$ cat src/rtl/maxpool_stream_pkg.sv
// Shared types and constants for the streaming max/average pooling block.
package maxpool_stream_pkg;

    localparam int DATA_WIDTH_DEFAULT = 48;

    typedef enum logic {
        MODE_MAX = 1'b0,
        MODE_AVG = 1'b1
    } pool_mode_e;

    typedef enum logic {
        ST_IDLE = 1'b0,
        ST_ACC  = 1'b1
    } pool_state_e;

    function automatic bit is_pow2(input int n);
        return (n > 0) && ((n & (n - 1)) == 0);
    endfunction

endpackage

$ cat src/rtl/maxpool_stream_if.sv
// Sample/result stream bundle between the convolution output and the pooler.
interface maxpool_stream_if #(
    parameter int NUM_CH     = 1,
    parameter int DATA_WIDTH = 48
);
    logic                         i_clean;
    logic                         i_valid;
    logic                         i_mode;
    logic [NUM_CH*DATA_WIDTH-1:0] i_data;
    logic                         o_valid;
    logic [NUM_CH*DATA_WIDTH-1:0] o_data;
    logic                         o_busy;

    modport master (
        output i_clean, i_valid, i_mode, i_data,
        input  o_valid, o_data, o_busy
    );

    modport slave (
        input  i_clean, i_valid, i_mode, i_data,
        output o_valid, o_data, o_busy
    );
endinterface

$ cat src/rtl/maxpool_stream_pool_lane.sv
// One pooling lane: widened accumulator with max/add update; result reflects
// the accumulator including the sample presented this cycle.
module pool_lane
    import maxpool_stream_pkg::*;
#(
    parameter int DATA_WIDTH = DATA_WIDTH_DEFAULT,
    parameter int POOL_LOG2  = 2
) (
    input  logic                         clk,
    input  logic                         rst,
    input  logic                         load,
    input  logic                         update,
    input  pool_mode_e                   mode_q,
    input  logic signed [DATA_WIDTH-1:0] data,
    output logic signed [DATA_WIDTH-1:0] result
);
    localparam int AW = DATA_WIDTH + POOL_LOG2;

    logic signed [AW-1:0] acc_reg;
    logic signed [AW-1:0] acc_next;
    logic signed [AW-1:0] data_ext;
    logic signed [AW-1:0] sum;
    logic signed [AW-1:0] shifted;

    always_comb begin
        data_ext = {{POOL_LOG2{data[DATA_WIDTH-1]}}, data};
        sum      = acc_reg + data_ext;
        acc_next = acc_reg;
        if (load) begin
            acc_next = data_ext;
        end else if (update) begin
            if (mode_q == MODE_AVG) begin
                acc_next = sum;
            end else begin
                // Ties keep the stored value.
                acc_next = (data_ext > acc_reg) ? data_ext : acc_reg;
            end
        end
        shifted = acc_next >>> POOL_LOG2;
        result  = (mode_q == MODE_AVG) ? shifted[DATA_WIDTH-1:0] : acc_next[DATA_WIDTH-1:0];
    end

    always_ff @(posedge clk) begin
        if (rst) begin
            acc_reg <= '0;
        end else if (load || update) begin
            acc_reg <= acc_next;
        end
    end

endmodule

$ cat src/rtl/maxpool_stream.sv
// Multi-lane streaming pooler: shared window counter/mode, one pool_lane per
// channel, registered results with a single-cycle valid pulse.
module maxpool_stream
    import maxpool_stream_pkg::*;
#(
    parameter int DATA_WIDTH = DATA_WIDTH_DEFAULT,
    parameter int NUM_CH     = 1,
    parameter int POOL_SIZE  = 4,
    parameter int POOL_LOG2  = $clog2(POOL_SIZE)
) (
    input  logic             i_clk,
    input  logic             i_rst,
    maxpool_stream_if.slave  bus
);
    localparam logic [POOL_LOG2-1:0] CNT_LAST = POOL_LOG2'(POOL_SIZE - 1);
    localparam logic [POOL_LOG2-1:0] CNT_ONE  = POOL_LOG2'(1);

    generate
        if (POOL_SIZE < 2 || !is_pow2(POOL_SIZE)) begin : g_bad_pool_size
            $error("maxpool_stream: POOL_SIZE must be a power of 2 and at least 2");
        end
    endgenerate

    pool_state_e            state_reg, state_next;
    logic [POOL_LOG2-1:0]   cnt_reg, cnt_next;
    pool_mode_e             mode_reg, mode_next;
    logic                   o_valid_reg;
    logic                   start, upd, fire, lane_rst;
    logic signed [DATA_WIDTH-1:0] lane_result [NUM_CH];
    logic        [DATA_WIDTH-1:0] o_data_reg  [NUM_CH];

    always_comb begin
        start      = 1'b0;
        upd        = 1'b0;
        fire       = 1'b0;
        cnt_next   = cnt_reg;
        mode_next  = mode_reg;
        if (bus.i_valid) begin
            // A clean alongside a sample discards the old window and opens a new one.
            if (bus.i_clean || state_reg == ST_IDLE) begin
                start     = 1'b1;
                mode_next = pool_mode_e'(bus.i_mode);
                cnt_next  = CNT_ONE;
            end else begin
                upd = 1'b1;
                if (cnt_reg == CNT_LAST) begin
                    fire     = 1'b1;
                    cnt_next = '0;
                end else begin
                    cnt_next = cnt_reg + 1'b1;
                end
            end
        end else if (bus.i_clean) begin
            cnt_next = '0;
        end
        state_next = (cnt_next == '0) ? ST_IDLE : ST_ACC;
        lane_rst   = i_rst || (bus.i_clean && !bus.i_valid);
    end

    always_ff @(posedge i_clk) begin
        if (i_rst) begin
            state_reg   <= ST_IDLE;
            cnt_reg     <= '0;
            mode_reg    <= MODE_MAX;
            o_valid_reg <= 1'b0;
            for (int k = 0; k < NUM_CH; k++) begin
                o_data_reg[k] <= '0;
            end
        end else begin
            state_reg   <= state_next;
            cnt_reg     <= cnt_next;
            mode_reg    <= mode_next;
            o_valid_reg <= fire;
            if (fire) begin
                for (int k = 0; k < NUM_CH; k++) begin
                    o_data_reg[k] <= lane_result[k];
                end
            end
        end
    end

    generate
        for (genvar gi = 0; gi < NUM_CH; gi++) begin : g_lane
            pool_lane #(
                .DATA_WIDTH (DATA_WIDTH),
                .POOL_LOG2  (POOL_LOG2)
            ) u_lane (
                .clk    (i_clk),
                .rst    (lane_rst),
                .load   (start),
                .update (upd),
                .mode_q (mode_reg),
                .data   (bus.i_data[gi*DATA_WIDTH +: DATA_WIDTH]),
                .result (lane_result[gi])
            );
            assign bus.o_data[gi*DATA_WIDTH +: DATA_WIDTH] = o_data_reg[gi];
        end
    endgenerate

    assign bus.o_valid = o_valid_reg;
    assign bus.o_busy  = (state_reg == ST_ACC);

endmodule

$ cat src/flat_wrapper.sv
// flat-port wrapper written by rule: the top's interface ports become plain ports
module maxpool_stream_flat import maxpool_stream_pkg::*;
#(
    parameter int DATA_WIDTH = DATA_WIDTH_DEFAULT,
    parameter int NUM_CH     = 1,
    parameter int POOL_SIZE  = 4,
    parameter int POOL_LOG2  = $clog2(POOL_SIZE)
)
  (i_clk, i_rst, bus_i_clean, bus_i_valid, bus_i_mode, bus_i_data, bus_o_valid, bus_o_data, bus_o_busy);
  maxpool_stream_if #(.NUM_CH(NUM_CH), .DATA_WIDTH(DATA_WIDTH)) bus_i ();
  input  logic i_clk;
  input  logic i_rst;
  input wire logic [$bits(bus_i.i_clean)-1:0] bus_i_clean;
  input wire logic [$bits(bus_i.i_valid)-1:0] bus_i_valid;
  input wire logic [$bits(bus_i.i_mode)-1:0] bus_i_mode;
  input wire logic [$bits(bus_i.i_data)-1:0] bus_i_data;
  output wire logic [$bits(bus_i.o_valid)-1:0] bus_o_valid;
  output wire logic [$bits(bus_i.o_data)-1:0] bus_o_data;
  output wire logic [$bits(bus_i.o_busy)-1:0] bus_o_busy;
  assign bus_i.i_clean = bus_i_clean;
  assign bus_i.i_valid = bus_i_valid;
  assign bus_i.i_mode = bus_i_mode;
  assign bus_i.i_data = bus_i_data;
  assign bus_o_valid = bus_i.o_valid;
  assign bus_o_data = bus_i.o_data;
  assign bus_o_busy = bus_i.o_busy;
  maxpool_stream #(.DATA_WIDTH(DATA_WIDTH), .NUM_CH(NUM_CH), .POOL_SIZE(POOL_SIZE), .POOL_LOG2(POOL_LOG2)) u_core (.i_clk(i_clk), .i_rst(i_rst), .bus(bus_i));
endmodule
$ cat config.mk
export PLATFORM = sky130hd
export DESIGN_NAME = maxpool_stream_flat
export DESIGN_NICKNAME = d
export VERILOG_FILES = /design/src/rtl/maxpool_stream_pkg.sv /design/src/rtl/maxpool_stream_if.sv /design/src/rtl/maxpool_stream_pool_lane.sv /design/src/rtl/maxpool_stream.sv /design/src/flat_wrapper.sv
export SDC_FILE = /design/constraint.sdc
export NUM_CORES = 1
export LEC_CHECK = 0
export CORE_MARGIN = 10
export CORE_UTILIZATION = 50
export DETAILED_ROUTE_END_ITERATION = 7
export GPL_ROUTABILITY_DRIVEN = 0
export PLACE_DENSITY = 0.79
export SYNTH_ARGS = -nofsm -noshare
export SYNTH_HDL_FRONTEND = slang
export SYNTH_SLANG_ARGS = --single-unit
$ cat constraint.sdc
create_clock -name i_clk -period 4.3 [get_ports i_clk]
set_input_delay 0.43 -clock i_clk [delete_from_list [all_inputs] [get_ports i_clk]]
set_output_delay 0.43 -clock i_clk [all_outputs]
set_load 0.05 [all_outputs]
**After elaboration in Yosys (flattened, before gate mapping)**

Memories as Yosys holds them, arrays and structs flattened.
Index checks and enable logic that the tools add are counted.

- Bits in registers: 55
- RAM bits: 48
- Word-level logic and storage cells: 43
- Memories kept: 1

Memories:

| name | words | width | rd ports | clocked after memory_dff | wr ports | line | RTL |
|---|---|---|---|---|---|---|---|
| u_core.o_data_reg | 1 | 48 | 1 | 0 | 1 | maxpool_stream.sv:30 | `logic [DATA_WIDTH-1:0] o_data_reg [NUM_CH];` |

- Add/subtract/negate cells: 2
- $lt $le $gt $ge: 1
- Equal/unequal tests: 1
- Mux-type cells: 24
- Bitwise operators: 1
- Reductions and logical operators: 8

Operators with widths:

| operator | count |
|---|---|
| 50-bit two-way mux | 4 |
| 48-bit two-way mux | 2 |
| 50-bit by 48-bit adder with 50-bit output | 1 |
| 48-bit by 50-bit > comparator with 1-bit output | 1 |
| 48-bit OR reduction | 1 |
| 1-bit two-way mux | 14 |
| 2-bit two-way mux | 4 |
| 1-bit logical OR | 3 |
| 2-bit by 1-bit adder with 2-bit output (second input constant) | 1 |
| 2-bit == test (second input constant) | 1 |
| 2-bit logical NOT | 1 |
| 2-bit AND reduction | 1 |
| 1-bit logical AND | 1 |
| 1-bit logical NOT | 1 |
| 1-bit inverter | 1 |

**Longest topological paths before layout**

Gate-level depths: netlist of the first run.

- Word-level depth: 9
- Gate-level depth with buffers: 15
- Depth with buffers taken out: 13

**Hierarchy**

A second synthesis of the first run with hierarchy kept.

- Cells, all modules: 1145
- Area, all modules: 9345.2 um^2

By module, submodules not included:

| module | instances | cells each | area each (um^2) | seq. area each (um^2) |
|---|---|---|---|---|
| pool_lane | 1 | 1019 | 7323.3 | 1001.0 |
| maxpool_stream | 1 | 126 | 2021.9 | 1541.5 |

**Least setup slack after synthesis of the first run**

OpenSTA, ideal clock, no wires.

- Path kind: input -> register
- Start point: input port bus_i_data[19]
- End point: memory u_core.o_data_reg[0][6], data pin
- Data arrival time: 3.068 ns
- Required time: 4.046 ns
- Path slack: 0.978 ns
- Stages: 13
- Path buffers: 2
- Cells stage by stage: ha_1 buf_6 a21o_1 a221o_1 a211oi_2 o211ai_1 a311oi_4 nor2_2 buf_2 and3_1 o21a_1 a211o_1 o21a_1

- Cells in the longest elaborated chain, start to end: 7

Ends and longest elaborated chain:

| item | line | RTL |
|---|---|---|
| from (decl) | flat_wrapper.sv:16 | `input wire logic [$bits(bus_i.i_data)-1:0] bus_i_data;` |
| 48-bit by 50-bit > comparator with 1-bit output | maxpool_stream_pool_lane.sv:36 | `acc_next = (data_ext > acc_reg) ? data_ext : acc_reg;` |
| 50-bit two-way mux | maxpool_stream_pool_lane.sv:36 |  |
| 50-bit two-way mux | maxpool_stream_pool_lane.sv:32 | `if (mode_q == MODE_AVG) begin` |
| 50-bit two-way mux | maxpool_stream_pool_lane.sv:31 | `end else if (update) begin` |
| 50-bit two-way mux | maxpool_stream_pool_lane.sv:29 | `if (load) begin` |
| 48-bit two-way mux | maxpool_stream_pool_lane.sv:40 | `result = (mode_q == MODE_AVG) ? shifted[DATA_WIDTH-1:0] : acc_next[DATA_WIDTH-1:0];` |
| 48-bit two-way mux (no source line) | -- |  |
| to (decl) | maxpool_stream.sv:30 |  |

No other way between the ends.

**Worst setup path in the final report of the first run**

- Start point: input port bus_i_data[0]
- End point: memory u_core.o_data_reg[0][44], data pin

- Cells in the longest elaborated chain, start to end: 7
- Elaborated cells between the ends (all ways): 8
- Classes of those cells: add/sub: 1; order compare: 1; mux: 6

Ends and longest elaborated chain:

| item | line |
|---|---|
| 48-bit by 50-bit > comparator with 1-bit output | maxpool_stream_pool_lane.sv:36 |
| 50-bit two-way mux | maxpool_stream_pool_lane.sv:36 |
| 50-bit two-way mux * | maxpool_stream_pool_lane.sv:32 |
| 50-bit two-way mux * | maxpool_stream_pool_lane.sv:31 |
| 50-bit two-way mux * | maxpool_stream_pool_lane.sv:29 |
| 48-bit two-way mux * | maxpool_stream_pool_lane.sv:40 |
| 48-bit two-way mux (no source line) * | -- |

Every way passes the cells marked *; elsewhere a longest branch is shown, timed or not.

==> results of run 1 <==
[power groups by stage]
stage | sequential (mW) | combinational [mW] | clock (mW)
floorplan | 1.17 | 0.674 | 0
global placement | 1.12 | 1.11 | 0
detailed placement | 1.12 | 1.13 | 0
CTS | 1.10 | 1.14 | 0.829
global route | 1.11 | 1.25 | 0.876
finish | 1.10 | 1.17 | 0.841
[placed cells by master (no fill, tap or decap), types with 48 or more instances in the layout]
cell type / netlist / routed
a21oi_1: 124 / 124
buf_4: 1 / 92
clkdlybuf4s50_1: 0 / 101
dfxtp_1: 55 / 54
edfxtp_1: 48 / 48
ha_1: 100 / 100
inv_1: 105 / 105
nand2_1: 99 / 99
nor2_1: 117 / 117
o21ai_0: 81 / 81
[final cells by class]
class                   instances  share of cell area (%)
clock inverters                 7                   0.478
clock buffers                   9                    1.87
well taps                     265                    2.76
flip-flops and latches        103                    21.1
inverters                     105                    3.28
repair buffers                196                    14.5
multi-input cells            1003                    56.0
[critical path: cells and delay by family]
kind,cells,cell delay [ns]
AO/OA/AOI/OAI,8,2.40
buffers and inverters,3,0.69
adder cells (fa/ha/maj),2,0.44
multiplexers,1,0.37
AND/OR/NAND/NOR,1,0.05
[per-layer routing]
| layer | GRT usage (%) | part of all wire [%] | wire [um] |
|---|---|---|---|
| met1 | 32.5 | 40 | 14400 |
| met2 | 40.8 | 44 | 15700 |
| met3 | 6.84 | 11 | 4030 |
| met4 | 12.2 | 4.6 | 1650 |
| met5 | 0 | 0 | 0 |
[Yosys cell counts, drive strengths merged, types with 34 or more instances]
| cell type | count | area, um2 |
|---|---|---|
| inv | 105 | 394 |
| nand3 | 34 | 170 |
| edfxtp | 48 | 1440 |
| dfxtp | 55 | 1100 |
| clkbuf | 47 | 179 |
| xnor2 | 40 | 350 |
| a21oi | 124 | 621 |
| ha | 100 | 1250 |
| o21ai | 84 | 420 |
| nand2 | 99 | 372 |
| a211oi | 40 | 310 |
| nor2 | 118 | 445 |
[kinds of logic after synthesis]
family                   Yosys count  share of synthesized area, %
buffers and inverters            184                          7.39
AO/OA/AOI/OAI                    450                          30.0
multiplexers                      20                          2.03
flip-flops                       103                          25.4
AND/OR/NAND/NOR                  387                          18.6
adder cells (fa/ha/maj)          101                          12.7
XOR/XNOR                          45                          3.94
[metrics by stage]
stage / cells / setup slack (ns) / power [mW]
2_1_floorplan: 1290 / 0.978 / 1.85
3_3_place_gp: 1672 / 0.0479 / 2.23
3_5_place_dp: 1672 / -0.0123 / 2.25
4_1_cts: 1688 / 0.324 / 3.07
5_1_grt: 1688 / 0.0117 / 3.23
6_report: 1688 / 0.132 / 3.11
[worst max path at each step]
stage	depth (start not counted)	endpoint	slack (ns)
finish	15	u_core.o_data_reg[0][44]$_SDFFCE_PN0P_	0.13
global route	15	u_core.o_data_reg[0][44]$_SDFFCE_PN0P_	0.01
CTS	15	u_core.o_data_reg[0][44]$_SDFFCE_PN0P_	0.32
detailed placement	15	u_core.o_data_reg[0][44]$_SDFFCE_PN0P_	-0.01
global placement	15	u_core.o_data_reg[0][44]$_SDFFCE_PN0P_	0.05
floorplan	13	u_core.o_data_reg[0][6]$_SDFFCE_PN0P_	0.98
==> flow_summary.ini, run 1 <==
[min_path]
hold_start = u_core.cnt_reg[1]$_SDFF_PP0_
min_path_cells = 2
hold_path_end = u_core.cnt_reg[1]$_SDFF_PP0_
min_path_type = register to register

[synth]
netlist_area_um2 = 10000
synth_nets = 1444
async_flop_share_pct = 0
synthCells = 1290
ys.flop_type = dfxtp_1
synth_edf_count = 48
yosysSeqAreaShare_pct = 25.4
yosysWarnings = 0
synth.distinct_cells = 79
synth_area_per_cell_um2 = 7.76
synth_seq_cells = 103

[setup_path]
path_class = primary input to register
start_kind = primary input
endpoint_kind = register
worstPathCellList = clkdlybuf4s50_1 -> ha_1 -> inv_1 -> fa_1 -> o21bai_1 -> a2111oi_0 -> buf_4 -> nor4b_1 -> o311ai_1 -> a21oi_1 -> a211oi_2 -> o41ai_2 -> o22ai_1 -> mux2_2 -> o21ai_0
ff2ff_path_depth = 13
slowest_stage = o311ai_1
cp.arrival_ns = 4.38
critPathLaunch = bus_i_data[0]
crit_fanout = 3
critPathRequiredTime_ns = 4.51
max_stage_delay_ns = 0.71
regToRegSetupSlack_ns = 0.21
r2r-start = u_core.g_lane[0].u_lane.acc_reg[2]$_SDFFE_PP0P_
reg2reg_to = u_core.o_data_reg[0][44]$_SDFFCE_PN0P_

[sta]
rsz0062_at_grt = false
min_period_ns = 4.17
maxSlewHeadroom_pct = 35.2
fin_skew_ns = 0.0113
fin_hold_ws_ns = 0.504
drv_slew = 0
finalSetupViolations = 0
worst_slew_pin_slew_ns = 0.959
timing.fmax_ghz = 0.240
finalSetupTns_ns = 0
hold_viol_final = 0
period_share_pct = 96.9

[detailed_routing]
wl_per_cell_um = 21.2
drt-vias-per-instance = 6.49
drcViolationCount = 0
drtPass1Iterations = 6
drt_iter0_markers = 1479
vias = 11000
wirelength_um = 35800
drt.antenna.violating_nets = 0

[clock_network]
htreeDepth = 3
clk_pin_slew_worst_paths_ns = 0.08
cts_sinks = 103
cts_resized = 0
clockBufferDepth = 2
clock-root-buffer = clkbuf_16
cts_buffers = 9
insertion_delay_ns = 0.38
cts_setup_buffers = 0
cts_hold_buf = 0
cts_tree = done

[floorplan]
num_rows = 51
fp.coreArea_um2 = 19600
initial_core_util_pct = 51.1
die_w_um = 161
pin_count = 103
dieArea_um2 = 26100
fp.dieH_um = 161

[power_and_ir_drop]
sequentialPowerShare_pct = 35.4
irDropWorstVdd_uv = 208
leakagePower_nw = 4.79
sw_frac_of_total_pct = 38.6
p_sw_mw = 1.20
power.density_nw_per_um2 = 259
comb_power_share_pct = 37.6
clkPwrFrac_pct = 27.0
cellInternalPower_mw = 1.91

[layout]
area_delta_synth_final_pct = 20.2
n_antenna_cell = 0
drive_gt1_share_pct = 9.49
ff_latch_area_um2 = 2540
largest_reg_flops = 50
multi_input_area_um2 = 6730
final_area_um2 = 12000
nNetsFinal = 1572
utilization_pct = 61.4
fill_cells = 1741

[flow_run]
maxCapViolations = 0

[outcome]
status = completed

[global_routing]
antenna_found_initial = 0
grt_pass1_vias = 10200
grt-ovfl-total = 0
grt.total_usage_pct = 26.0
grt_pass1_wl_um = 55100
grt_max_degree = 52

[placement]
port_buffers = 102
place_area_um2 = 11700
dp_hpwl_um = 26900
(Power assumes the default switching activity.)
==> run 2: changes to the inputs <==
--- a/config.mk
+++ b/config.mk
@@ -7,6 +7,7 @@
 export LEC_CHECK = 0
 export CORE_MARGIN = 10
 export CORE_UTILIZATION = 50
+export CTS_BUF_LIST = sky130_fd_sc_hd__clkbuf_4 sky130_fd_sc_hd__clkbuf_8
 export DETAILED_ROUTE_END_ITERATION = 7
 export GPL_ROUTABILITY_DRIVEN = 0
 export PLACE_DENSITY = 0.79
==> run 2 against run 1 <==
Setup slack better by 0.027 ns. Flip-flop and latch count stayed put. Sequential power hardly changed. Critical path depth stayed put. Combinational power hardly changed. Total power is 6.9% lower. Register-to-register slack worse by 0.04 ns. Sequential share of layout area is 0.18 points higher. First-iteration DRC count is 1.3% lower. Final cell count stayed put. Fmax is 0.66% higher.
==> flow_summary.ini, run 2 (same netlist as run 1, synthesis figures left out) <==
[outcome]
status = completed

[global_routing]
antenna_found_initial = 0
grt_pass1_vias = 10100
grt.total_usage_pct = 25.9
grt-ovfl-total = 0
grt_max_degree = 52
grt_pass1_wl_um = 54800

[clock_network]
cts_setup_buffers = 0
clk_pin_slew_worst_paths_ns = 0.12
cts_buffers = 9
cts_tree = done
clockBufferDepth = 2
htreeDepth = 3
insertion_delay_ns = 0.43
cts_hold_buf = 0
cts_resized = 0
clock-root-buffer = clkbuf_8
cts_sinks = 103

[layout]
final_common_cell = a21oi_1
area_delta_synth_final_pct = 19.2
final_area_um2 = 11900
drive_gt1_share_pct = 9.49
final-instance-count-excl-fill = 1688
fill_cells = 1761
layout_common_cells = a21oi_1 (124), nor2_1 (117), inv_1 (105)
utilization_pct = 60.9
largest_reg_flops = 50
ff_latch_area_um2 = 2540
multi_input_area_um2 = 6730
nNetsFinal = 1572
n_antenna_cell = 0

[min_path]
min_path_type = register to register

[sta]
worst_slew_pin_slew_ns = 1.00
fin_hold_ws_ns = 0.508
timing.fmax_ghz = 0.242
finalSetupViolations = 0
min_period_ns = 4.14
period_share_pct = 96.3
hold_viol_final = 0
drv_slew = 0
rsz0062_at_grt = false
fin_skew_ns = 0.0179
finalSetupTns_ns = 0
maxSlewHeadroom_pct = 32.2
postLayoutSetupSlackWorst_ns = 0.160

[floorplan]
fp.dieH_um = 161
dieArea_um2 = 26100
pin_count = 103
num_rows = 51
initial_core_util_pct = 51.1
die_w_um = 161
fp.coreArea_um2 = 19600

[setup_path]
r2r-start = u_core.g_lane[0].u_lane.acc_reg[2]$_SDFFE_PP0P_
endpoint_kind = register
regToRegSetupSlack_ns = 0.17
max_stage_delay_ns = 0.71
critPathRequiredTime_ns = 4.56
endpoint = u_core.o_data_reg[0][44]$_SDFFCE_PN0P_
start_kind = primary input
crit_fanout = 3
path_class = primary input to register
worstPathCellList = clkdlybuf4s50_1 -> ha_1 -> inv_1 -> fa_1 -> o21bai_1 -> a2111oi_0 -> buf_4 -> nor4b_1 -> o311ai_1 -> a21oi_1 -> a211oi_2 -> o41ai_2 -> o22ai_1 -> mux2_2 -> o21ai_0
ff2ff_path_depth = 13
worst-path-stages = 15
cpLargestDelayFamily = compound AO/OA/AOI/OAI gates
critPathLaunch = bus_i_data[0]
reg2reg_to = u_core.o_data_reg[0][44]$_SDFFCE_PN0P_
slowest_stage = o311ai_1
cp.arrival_ns = 4.40
worst-path-buf-inv = 3

[detailed_routing]
drt-vias-per-instance = 6.50
drtPass1Iterations = 6
wirelength_um = 35500
drt.antenna.violating_nets = 0
vias = 11000
drcViolationCount = 0
drt_iter0_markers = 1460
wl_per_cell_um = 21.0

[flow_run]
maxCapViolations = 0

[placement]
port_buffers = 102
dp_hpwl_um = 26900
dp.cells = 1672
dp_worst_setup_slack_ns = -0.0123
place_area_um2 = 11700

[power_and_ir_drop]
p_total_mw = 2.90
leakagePower_nw = 4.75
power.density_nw_per_um2 = 243
irDropWorstVdd_uv = 161
-- run 2: changes by cell type in the layout (fill, tap and decap cells not counted) --
cell       delta
clkbuf_16     -9
clkbuf_8      +9
-- run 2: how the worst min path moves through the flow --
stage | start | end | slack, ns | cells past startpoint
detailed placement | u_core.cnt_reg[1]$_SDFF_PP0_ | u_core.cnt_reg[1]$_SDFF_PP0_ | 0.49 | 2
finish | u_core.cnt_reg[1]$_SDFF_PP0_ | u_core.cnt_reg[1]$_SDFF_PP0_ | 0.51 | 2
global placement | u_core.cnt_reg[1]$_SDFF_PP0_ | u_core.cnt_reg[1]$_SDFF_PP0_ | 0.48 | 2
global route | u_core.cnt_reg[1]$_SDFF_PP0_ | u_core.cnt_reg[1]$_SDFF_PP0_ | 0.54 | 2
CTS | u_core.cnt_reg[1]$_SDFF_PP0_ | u_core.cnt_reg[1]$_SDFF_PP0_ | 0.50 | 2
floorplan | u_core.cnt_reg[1]$_SDFF_PP0_ | u_core.cnt_reg[1]$_SDFF_PP0_ | 0.45 | 2
-- run 2: power by group --
part | switching (mW) | total (mW) | leakage [nW] | internal [mW]
combinational | 0.720 | 1.17 | 3.72 | 0.446
clock | 0.413 | 0.631 | 0.0877 | 0.218
sequential | 0.0377 | 1.10 | 0.944 | 1.07
-- run 2: area by class of cell --
cell class	count	area share, %
clock inverter	7	0.482
clock buffer	9	1.04
multi-input combinational	1003	56.4
inverter	105	3.30
tap	265	2.78
timing repair buffer	196	14.6
sequential	103	21.3
-- run 2: per-layer routing --
metal | vias up | share of wire, % | GRT usage (%)
li1 | 5003 | - | -
met2 | 750 | 44 | 40.8
met3 | 136 | 11 | 6.00
met5 | - | 0 | 0
met4 | 0 | 4.3 | 12.0
met1 | 5075 | 40 | 32.8
-- run 2: worst register-to-register path: cells and delay by family (launching register included) --
family	cells	cell delay, ns
AO/OA/AOI/OAI	8	2.44
adder cells (fa/ha/maj)	1	0.39
buffers and inverters	2	0.29
flip-flops	1	0.44
multiplexers	1	0.37
AND/OR/NAND/NOR	1	0.05
==> run 3: changes to the inputs <==
--- a/config.mk
+++ b/config.mk
@@ -9,8 +9,11 @@
 export CORE_UTILIZATION = 50
 export CTS_BUF_LIST = sky130_fd_sc_hd__clkbuf_4 sky130_fd_sc_hd__clkbuf_8
 export DETAILED_ROUTE_END_ITERATION = 7
+export DONT_BUFFER_PORTS = 1
 export GPL_ROUTABILITY_DRIVEN = 0
-export PLACE_DENSITY = 0.79
+export MAX_ROUTING_LAYER = met4
+export PLACE_DENSITY = 0.72
+export SKIP_LAST_GASP = 1
 export SYNTH_ARGS = -nofsm -noshare
 export SYNTH_HDL_FRONTEND = slang
 export SYNTH_SLANG_ARGS = --single-unit
==> run 3 against run 2 <==
Final area fell by 12%. Clock power up 5.4%. Wire length fell by 1.0%. Critical path type is now register to register. Via count shrank 6.9%. Clock skew shrank 0.0045 ns. Fmax up 0.93%. Core utilization shrank 7.4 points. Sequential power increased by 6%. Non-clock buffer count is 161 lower. Count of clock-buffer cells in the layout rose by 2. Setup slack improved by 0.038 ns.
==> flow_summary.ini, run 3 (same netlist as run 1, synthesis figures left out) <==
[placement]
dp_hpwl_um = 26000
port_buffers = 0

[clock_network]
htreeDepth = 3
cts_tree = done
clockBufferDepth = 2
cts_sinks = 103
clk_pin_slew_worst_paths_ns = 0.11
cts_buffers = 9
cts_hold_buf = 0
clock-root-buffer = clkbuf_8
insertion_delay_ns = 0.41
cts_setup_buffers = 0
cts_resized = 0

[sta]
finalSetupViolations = 0
maxSlewHeadroom_pct = 21.7
timing.fmax_ghz = 0.244
fin_hold_ws_ns = 0.0690
hold_viol_final = 0
worst_slew_pin_slew_ns = 1.17
period_share_pct = 95.4
min_period_ns = 4.10
finalSetupTns_ns = 0
drv_slew = 0
fin_skew_ns = 0.0135
rsz0062_at_grt = false

[global_routing]
grt.total_usage_pct = 26.5
antenna_found_initial = 2
grt_pass1_vias = 9658
grt-ovfl-total = 0
grt_pass1_wl_um = 54200
grt_max_degree = 80

[setup_path]
endpoint_kind = register
critPathRequiredTime_ns = 4.46
cp.arrival_ns = 4.26
start_kind = register
crit_fanout = 23
path_class = register to register

[layout]
area_delta_synth_final_pct = 4.65
layout_common_cells = a21oi_1 (123), nor2_1 (117), inv_1 (105)
nNetsFinal = 1411
largest_reg_flops = 50
drive_gt1_share_pct = 6.10
utilization_pct = 53.5
final_common_cell = a21oi_1

[floorplan]
fp.coreArea_um2 = 19600
initial_core_util_pct = 51.1
dieArea_um2 = 26100
fp.dieH_um = 161
pin_count = 103
die_w_um = 161
num_rows = 51

[detailed_routing]
vias = 10200
wl_per_cell_um = 23.0
drcViolationCount = 0
drtPass1Iterations = 6
drt.antenna.violating_nets = 0
drt-vias-per-instance = 6.68
wirelength_um = 35200
drt_iter0_markers = 1300

[min_path]
min_path_type = primary input to register

[power_and_ir_drop]
p_total_mw = 2.75
power.density_nw_per_um2 = 263
leakagePower_nw = 4.07
irDropWorstVdd_uv = 151

[flow_run]
maxCapViolations = 0

[outcome]
status = completed
run 3: changes by cell type in the layout (fill, tap and decap cells not counted), moves of 2 or more:
cell,before,now
buf_12,2,0
diode_2,0,2
clkbuf_4,0,2
clkdlybuf4s50_1,101,0
buf_4,92,35
run 3: power by group:
part,internal (mW),switching (mW),total [mW]
sequential,1.07,0.0977,1.17
clock,0.283,0.382,0.665
combinational,0.329,0.593,0.922
run 3: worst max-delay path, cell delays in order (launching register included):
cell	delay (ns)
dfxtp_1	0.41
inv_1	0.07
ha_1	0.41
and4_1	0.29
and4_1	0.20
and4_1	0.28
nand4bb_1	0.21
o21ai_1	0.29
nor2_4	0.63
nand2_1	0.34
o32ai_1	0.43
o21ai_0	0.14
nor3b_1	0.15
run 3: worst paths after layout:
| path | depth (start not counted) | endpoint | slack, ns | startpoint |
|---|---|---|---|---|
| worst max-delay path | 12 | u_core.o_data_reg[0][47]$_SDFFCE_PN0P_ | 0.20 | u_core.g_lane[0].u_lane.acc_reg[38]$_SDFFE_PP0P_ |
| worst min-delay path | 1 | u_core.mode_reg$_SDFFE_PP0P_ | 0.07 | i_rst |
| worst max register to register | 12 | u_core.o_data_reg[0][47]$_SDFFCE_PN0P_ | 0.20 | u_core.g_lane[0].u_lane.acc_reg[38]$_SDFFE_PP0P_ |
| worst min register to register | 2 | u_core.cnt_reg[1]$_SDFF_PP0_ | 0.49 | u_core.cnt_reg[1]$_SDFF_PP0_ |
run 3: through the flow:
step | instance area, um2 | setup slack [ns] | cells
CTS | 10500 | 0.347 | 1527
finish | 10500 | 0.198 | 1529
floorplan | 10000 | 0.978 | 1290
global placement | 10300 | 0.445 | 1511
global route | 10500 | 0.0345 | 1529
detailed placement | 10300 | 0.346 | 1511
run 3: cell type report:
cell class / instances / area (um2)
Multi-Input combinational cell: 1003 / 6740
Clock inverter: 5 / 58.8
Timing Repair Buffer: 35 / 263
Fill cell: 1888 / 9120
Inverter: 105 / 394
Antenna cell: 2 / 5.00
Sequential cell: 103 / 2540
Clock buffer: 11 / 139
Tap cell: 265 / 332
run 3: routing by layer:
metal | global-route usage, % | part of all wire [%]
met5 | - | 0
met4 | 12.5 | 4.7
met3 | 7.37 | 12
met2 | 40.6 | 44
met1 | 31.8 | 40
